$ cat config.mk
export PLATFORM = sky130hd
export DESIGN_NAME = stall_controller
export DESIGN_NICKNAME = d
export VERILOG_FILES = /design/src/rtl/stall_controller_pkg.sv /design/src/rtl/md_busy_counter.sv /design/src/rtl/stall_controller.sv
export SDC_FILE = /design/constraint.sdc
export NUM_CORES = 1
export LEC_CHECK = 0
export CAP_MARGIN = 20
export CORE_UTILIZATION = 44
export DETAILED_ROUTE_END_ITERATION = 7
export HOLD_SLACK_MARGIN = 0.05
export PLACE_DENSITY = 0.85
export SYNTH_ARGS = -nofsm -noshare
export SYNTH_HDL_FRONTEND = slang
export SYNTH_HIERARCHICAL = 1
export SYNTH_SLANG_ARGS = --single-unit
$ cat constraint.sdc
create_clock -name clk -period 2.73 [get_ports clk]
set_input_delay 0.4095 -clock clk [delete_from_list [all_inputs] [get_ports clk]]
set_output_delay 0.4095 -clock clk [all_outputs]
set_load 0.005 [all_outputs]
$ cat src/rtl/stall_controller_pkg.sv
// stall_controller_pkg
//   Shared constants and helpers for the pipeline stall controller:
//   - Tuse encoding for "operand not consumed"
//   - multiply/divide start encodings
//   - scoreboard entry type and the bubble entry loaded on a stall
//   - default busy lengths of the multiply unit
package stall_controller_pkg;

  localparam logic [1:0] TUSE_UNUSED = 2'b11;

  localparam logic [1:0] MD_NONE = 2'b00;
  localparam logic [1:0] MD_MULT = 2'b01;
  localparam logic [1:0] MD_DIV  = 2'b10;
  localparam logic [1:0] MD_RSVD = 2'b11;

  localparam int MULT_CYCLES_DEF = 5;
  localparam int DIV_CYCLES_DEF  = 10;
  localparam int BUSY_CNT_W      = 4;

  typedef struct packed {
    logic [4:0] a3;
    logic [1:0] tnew;
  } sb_entry_t;

  localparam sb_entry_t SB_BUBBLE = '{a3: 5'd0, tnew: 2'd0};

  // True when a source operand read at Tuse cannot be satisfied by
  // forwarding from the given stage yet. $zero never matches.
  function automatic logic reg_hazard(input logic [4:0] src,
                                      input logic [1:0] tuse,
                                      input sb_entry_t  stage);
    return (tuse != TUSE_UNUSED) && (src != 5'd0) &&
           (stage.a3 == src) && (tuse < stage.tnew);
  endfunction

  // Tnew one stage later, saturating at zero.
  function automatic logic [1:0] tnew_dec(input logic [1:0] tnew);
    return (tnew == 2'd0) ? 2'd0 : tnew - 2'd1;
  endfunction

  // The reserved start code behaves as "no start".
  function automatic logic [1:0] md_norm(input logic [1:0] code);
    return (code == MD_RSVD) ? MD_NONE : code;
  endfunction

endpackage

$ cat src/rtl/md_busy_counter.sv
// md_busy_counter
//   Tracks the multiply/divide start code of the instruction in E and the
//   remaining busy cycles of the multiply unit once that instruction has
//   left E.
// Ports:
//   clk          system clock
//   reset        asynchronous active-high reset
//   stall        current stall; a stalled D instruction does not enter E
//   d_md_start   start code of the D instruction
//   e_md_start   start code of the instruction now in E
//   md_busy      multiply unit occupied (counter nonzero)
module md_busy_counter
  import stall_controller_pkg::*;
#(
  parameter int MULT_CYCLES = MULT_CYCLES_DEF,
  parameter int DIV_CYCLES  = DIV_CYCLES_DEF
) (
  input  logic       clk,
  input  logic       reset,
  input  logic       stall,
  input  logic [1:0] d_md_start,
  output logic [1:0] e_md_start,
  output logic       md_busy
);

  logic [BUSY_CNT_W-1:0] count;

  always_ff @(posedge clk or posedge reset) begin
    if (reset) begin
      e_md_start <= MD_NONE;
    end else if (stall) begin
      e_md_start <= MD_NONE;
    end else begin
      e_md_start <= md_norm(d_md_start);
    end
  end

  // The E instruction always leaves E on the next edge, so the busy length
  // is loaded directly from the E start code. A reload while still busy is
  // prevented upstream: any md-start in D stalls while busy.
  always_ff @(posedge clk or posedge reset) begin
    if (reset) begin
      count <= '0;
    end else if (e_md_start == MD_MULT) begin
      count <= BUSY_CNT_W'(MULT_CYCLES);
    end else if (e_md_start == MD_DIV) begin
      count <= BUSY_CNT_W'(DIV_CYCLES);
    end else if (count != '0) begin
      count <= count - 1'b1;
    end
  end

  assign md_busy = (count != '0);

endmodule

$ cat src/rtl/stall_controller.sv
// stall_controller
//   Decode-stage stall generation. Keeps a two-entry {A3, Tnew} scoreboard
//   for the E and M stages, compares the D operands against it, and adds a
//   structural hazard for the multiply unit.
// Ports:
//   clk, reset              system clock, asynchronous active-high reset
//   D_rs, D_rt              source registers of the D instruction
//   D_Tuse_rs, D_Tuse_rt    cycles until each operand is consumed (3 = unused)
//   D_A3, D_Tnew            destination and original Tnew of the D instruction
//   D_md_start, D_md_use    multiply unit start code / HI-LO usage in D
//   stall                   freeze PC and D, bubble into E
//   E_A3, E_Tnew            scoreboard entry at E
//   M_A3, M_Tnew            scoreboard entry at M
//   md_busy                 multiply unit occupied
module stall_controller
  import stall_controller_pkg::*;
#(
  parameter int MULT_CYCLES = MULT_CYCLES_DEF,
  parameter int DIV_CYCLES  = DIV_CYCLES_DEF
) (
  input  logic       clk,
  input  logic       reset,
  input  logic [4:0] D_rs,
  input  logic [4:0] D_rt,
  input  logic [1:0] D_Tuse_rs,
  input  logic [1:0] D_Tuse_rt,
  input  logic [4:0] D_A3,
  input  logic [1:0] D_Tnew,
  input  logic [1:0] D_md_start,
  input  logic       D_md_use,
  output logic       stall,
  output logic [4:0] E_A3,
  output logic [4:0] M_A3,
  output logic [1:0] E_Tnew,
  output logic [1:0] M_Tnew,
  output logic       md_busy
);

  sb_entry_t  e_q;
  sb_entry_t  m_q;
  logic [1:0] e_md_start;
  logic       hazard_rs;
  logic       hazard_rt;
  logic       hazard_md;

  always_ff @(posedge clk or posedge reset) begin
    if (reset) begin
      e_q <= SB_BUBBLE;
      m_q <= SB_BUBBLE;
    end else begin
      e_q <= stall ? SB_BUBBLE : sb_entry_t'{a3: D_A3, tnew: D_Tnew};
      m_q <= sb_entry_t'{a3: e_q.a3, tnew: tnew_dec(e_q.tnew)};
    end
  end

  md_busy_counter #(
    .MULT_CYCLES (MULT_CYCLES),
    .DIV_CYCLES  (DIV_CYCLES)
  ) u_md (
    .clk        (clk),
    .reset      (reset),
    .stall      (stall),
    .d_md_start (D_md_start),
    .e_md_start (e_md_start),
    .md_busy    (md_busy)
  );

  // E holds the newer producer, but any unsatisfied match stalls, so the
  // two stage terms are simply ORed.
  always_comb begin
    hazard_rs = reg_hazard(D_rs, D_Tuse_rs, e_q) ||
                reg_hazard(D_rs, D_Tuse_rs, m_q);
    hazard_rt = reg_hazard(D_rt, D_Tuse_rt, e_q) ||
                reg_hazard(D_rt, D_Tuse_rt, m_q);
    hazard_md = D_md_use && (md_busy || (e_md_start != MD_NONE));
    stall     = hazard_rs || hazard_rt || hazard_md;
  end

  assign E_A3   = e_q.a3;
  assign E_Tnew = e_q.tnew;
  assign M_A3   = m_q.a3;
  assign M_Tnew = m_q.tnew;

endmodule

==> metrics.md <==
| Metric | Value |
|---|---|
| Clock sink count | 20 |
| Final worst clock skew | 0.687 ps |
| Commonest cells post-synth | 20 x dfrtp_1, 13 x xnor2_1, 8 x nor3_1, 8 x xor2_1, 7 x nand2_1 |
| Via Count | 1042 |
| Detailed-router iteration count before antenna repair | 4 |
| Synth warn | 6 |
| Worst-path maximum fanout | 3 |
| Nets | 204 |
| Die area | 2840 sq um |
| Vias in the first global route | 1092 |
| Filler cell count | 156 |
| Crit end category | output port |
| Initial antenna violation count | 0 |
| Initial Utilization | 46.7% |
| Clock power share | 15.6% |
| Layout area overhead | 65.4% |
| # H-tree levels | 1 |
| Status | complete, no violations |
| Final period utilization | 94.3% |
| Final setup fails | 0 |
| Clk_lat worst skew | 290 ps |
| Drt drc | 0 |
| Min Hold Slack | 360 ps |
| Data arrival time of the worst path | 2160 ps |
| Total CTS buffers | 3 |
| ANT cells | 0 |
| Combinational share of power | 45.4% |
| Max Cap Viol | 0 |
| Startpoint types | input port |
| Gate count of the mapped netlist | 107 |
| Slowest CP cell | or4_1 |
| Net load switching power | 355 uW |
| Yosys top cell by area | dfrtp_1 |
| Avg WL per Cell | 16.0 um |
| Pleak | 0.000832 uW |
| CP delay by family, top | simple AND/OR/NAND/NOR gates |
| First-pass GRT wire length | 4990 um |
| Switching Share | 33.1% |
| Share of post-route cells with drive strength above 1 | 26.9% |
| Min setup slack post-route | 156 ps |
| Core Box Area | 2480 sq um |
| Ranking of synthesized cells by area | dfrtp_1 43%, xnor2_1 9.8%, ha_1 6.5% |
| Vias per cell | 5.18 |
| CTS Buffer Depth | 2 |
| Final WL | 3220 um |
| Overall power | 1070 uW |
| Pwr per Cell Area | 561 nW/um^2 |
| Critical-path cell list | clkdlybuf4s50_1 -> or4_1 -> nor2_1 -> a221oi_2 -> or3b_4 -> clkbuf_2 |
| Final hold violations | 0 |
| Gr ovfl total | 0 |
| Largest net degree at the start of global routing | 15 |
| Die height | 53.3 um |
| Post-route ant nets | 0 |
| Final HPWL DP | 2360 um |
| Placement row count | 18 |
| CP Data Required Time | 2320 ps |
| Top FF cell, synth | dfrtp_1 |
| Post-synthesis sequential area ratio | 43.3% |
| Post-CTS Hold Fix Bufs | 0 |
| Syn avg cell area | 10.8 sq um |
| Yosys reg bits | 20 |
| Leading cell type by number of instances after synthesis | dfrtp_1 |
| Crit path largest cell delay | 550 ps |
| Seq pwr share | 39.0% |
| Area share of the largest cell type after synthesis | 43.3% |
| F_max | 0.389 GHz |
| CTS tree | done |
| Int Pwr | 718 uW |
| Post-layout min period | 2570 ps |
| Worst hold path type | in -> async |
| Root buf cell | clkbuf_4 |
| Synthesized Nets | 139 |
| Worst Max-Slew Pin Slew | 499 ps |
| FFs w/ async S/R, synth | 100% |
| Slew Viols, Final | 0 |
| RSZ-0062 raised after global routing | no |
| Port buffer count | 41 |
| Overall Global Routing Usage | 25.3% |
| Worst VDD drop | 0.648 mV |
| I/O pin cnt | 42 |
| Final RePlAce weighted congestion | 0.787 |
| Relative slew slack | 66.7% |
| Clk slew on worst S/H paths | 110 ps |
| Cell variety after synth | 28 |
| Number of flops mapped to enable cells by yosys | 0 |
| Setup CP Type | in -> out |
| Finished Core Util | 77.2% |
| Pre-CTS worst setup slack | -493 ps |
| Post-Synthesis Cell Area | 1160 sq um |
| Iteration-0 DRC Markers | 9 |
| CP Buf/Inv Count | 2 |
| Chip Width | 53.3 um |
==> final timing paths <==
check / start / endpoint / slack, ps / cells after the start
worst max-delay path: D_rt[1] / stall / 160 / 6
worst min-delay path: reset / u_md/count[0]$_DFFE_PP0P_ / 360 / 2
worst max register to register: E_Tnew[1]$_DFF_PP0_ / E_A3[3]$_DFF_PP0_ / 630 / 9
worst min register to register: E_A3[4]$_DFF_PP0_ / M_A3[4]$_DFF_PP0_ / 490 / 0
max in group asynchronous: reset / M_A3[2]$_DFF_PP0_ / 1920 / 2
min in group clk: E_A3[4]$_DFF_PP0_ / M_A3[4]$_DFF_PP0_ / 490 / 0
==> state kept, by name, indices dropped and copies added, names as in the netlist <==
register / cells
u_md/count: 4
E_A3: 5
u_md/e_md_start: 2
E_Tnew: 2
M_A3: 5
M_Tnew: 2
==> placed cells by master (no fill, tap or decap), types with 2 or more instances in the layout <==
| cell type | instances |
|---|---|
| nor3b_1 | 2 |
| nand2b_4 | 2 |
| ha_1 | 2 |
| nand4_1 | 4 |
| or3b_4 | 2 |
| dfrtp_1 | 20 |
| clkdlybuf4s50_1 | 33 |
| dlygate4sd2_1 | 4 |
| nor2b_1 | 2 |
| nand2_1 | 7 |
| xor2_1 | 8 |
| inv_1 | 3 |
| ha_4 | 3 |
| buf_4 | 20 |
| inv_2 | 3 |
| clkbuf_4 | 3 |
| a21oi_1 | 2 |
| dlymetal6s2s_1 | 3 |
| a221oi_2 | 2 |
| nand2b_1 | 3 |
| nor2_1 | 3 |
| nor3_1 | 8 |
| xnor2_1 | 13 |
| a2111oi_4 | 4 |
==> kinds of logic (layout without fill, tap and decap cells) <==
| family | after synthesis | after routing | share of synthesized area (%) |
|---|---|---|---|
| mux | 2 | 2 | 1.84 |
| compound gates | 12 | 12 | 11.0 |
| fa+ha+maj | 6 | 6 | 6.49 |
| xor+xnor | 21 | 21 | 15.9 |
| flops | 20 | 20 | 43.3 |
| simple gates | 39 | 39 | 19.0 |
| buf+inv | 7 | 71 | 2.38 |
==> final cells by class <==
type	count	area [sq um]	share of cell area, %
sequential	20	500	26.2
multi-input combinational	80	757	39.6
clock buffer	4	36.3	1.90
tap	30	37.5	1.96
timing repair buffer	61	558	29.2
inverter	6	22.5	1.18
==> layer usage <==
metal  up-vias  track usage, %  share of wire (%)
met5         -               0                  0
met4         0            9.65                2.6
met3        10            3.74                7.5
met2        51            46.7                 51
met1       479            28.6                 39
li1        502               -                  -
==> power groups by stage <==
stage	clock (uW)	combinational [uW]	sequential, uW
after global routing	180	534	428
after CTS	171	461	413
after global placement	0	383	417
final	168	486	418
after floorplan	0	226	408
after detailed placement	0	406	421
==> metrics by stage <==
step	area (sq um)	instances	setup TNS [ps]
3_3_place_gp	1700	191	-485
6_report	1910	201	0
5_1_grt	1910	201	0
3_5_place_dp	1700	191	-493
2_1_floorplan	1160	107	0
4_1_cts	1850	199	0
==> repair_timing <==
| item | in CTS | in global routing |
|---|---|---|
| gates resized for setup | 19 | 10 |
| endpoints found under the hold margin | 0 | 0 |
| pin swaps | 12 | 7 |
| cloned | 0 | 0 |
| buffers inserted | 4 | 2 |
| setup endpoints to repair | 1 | 1 |
No activity file was read; power rests on OpenSTA's default activity.
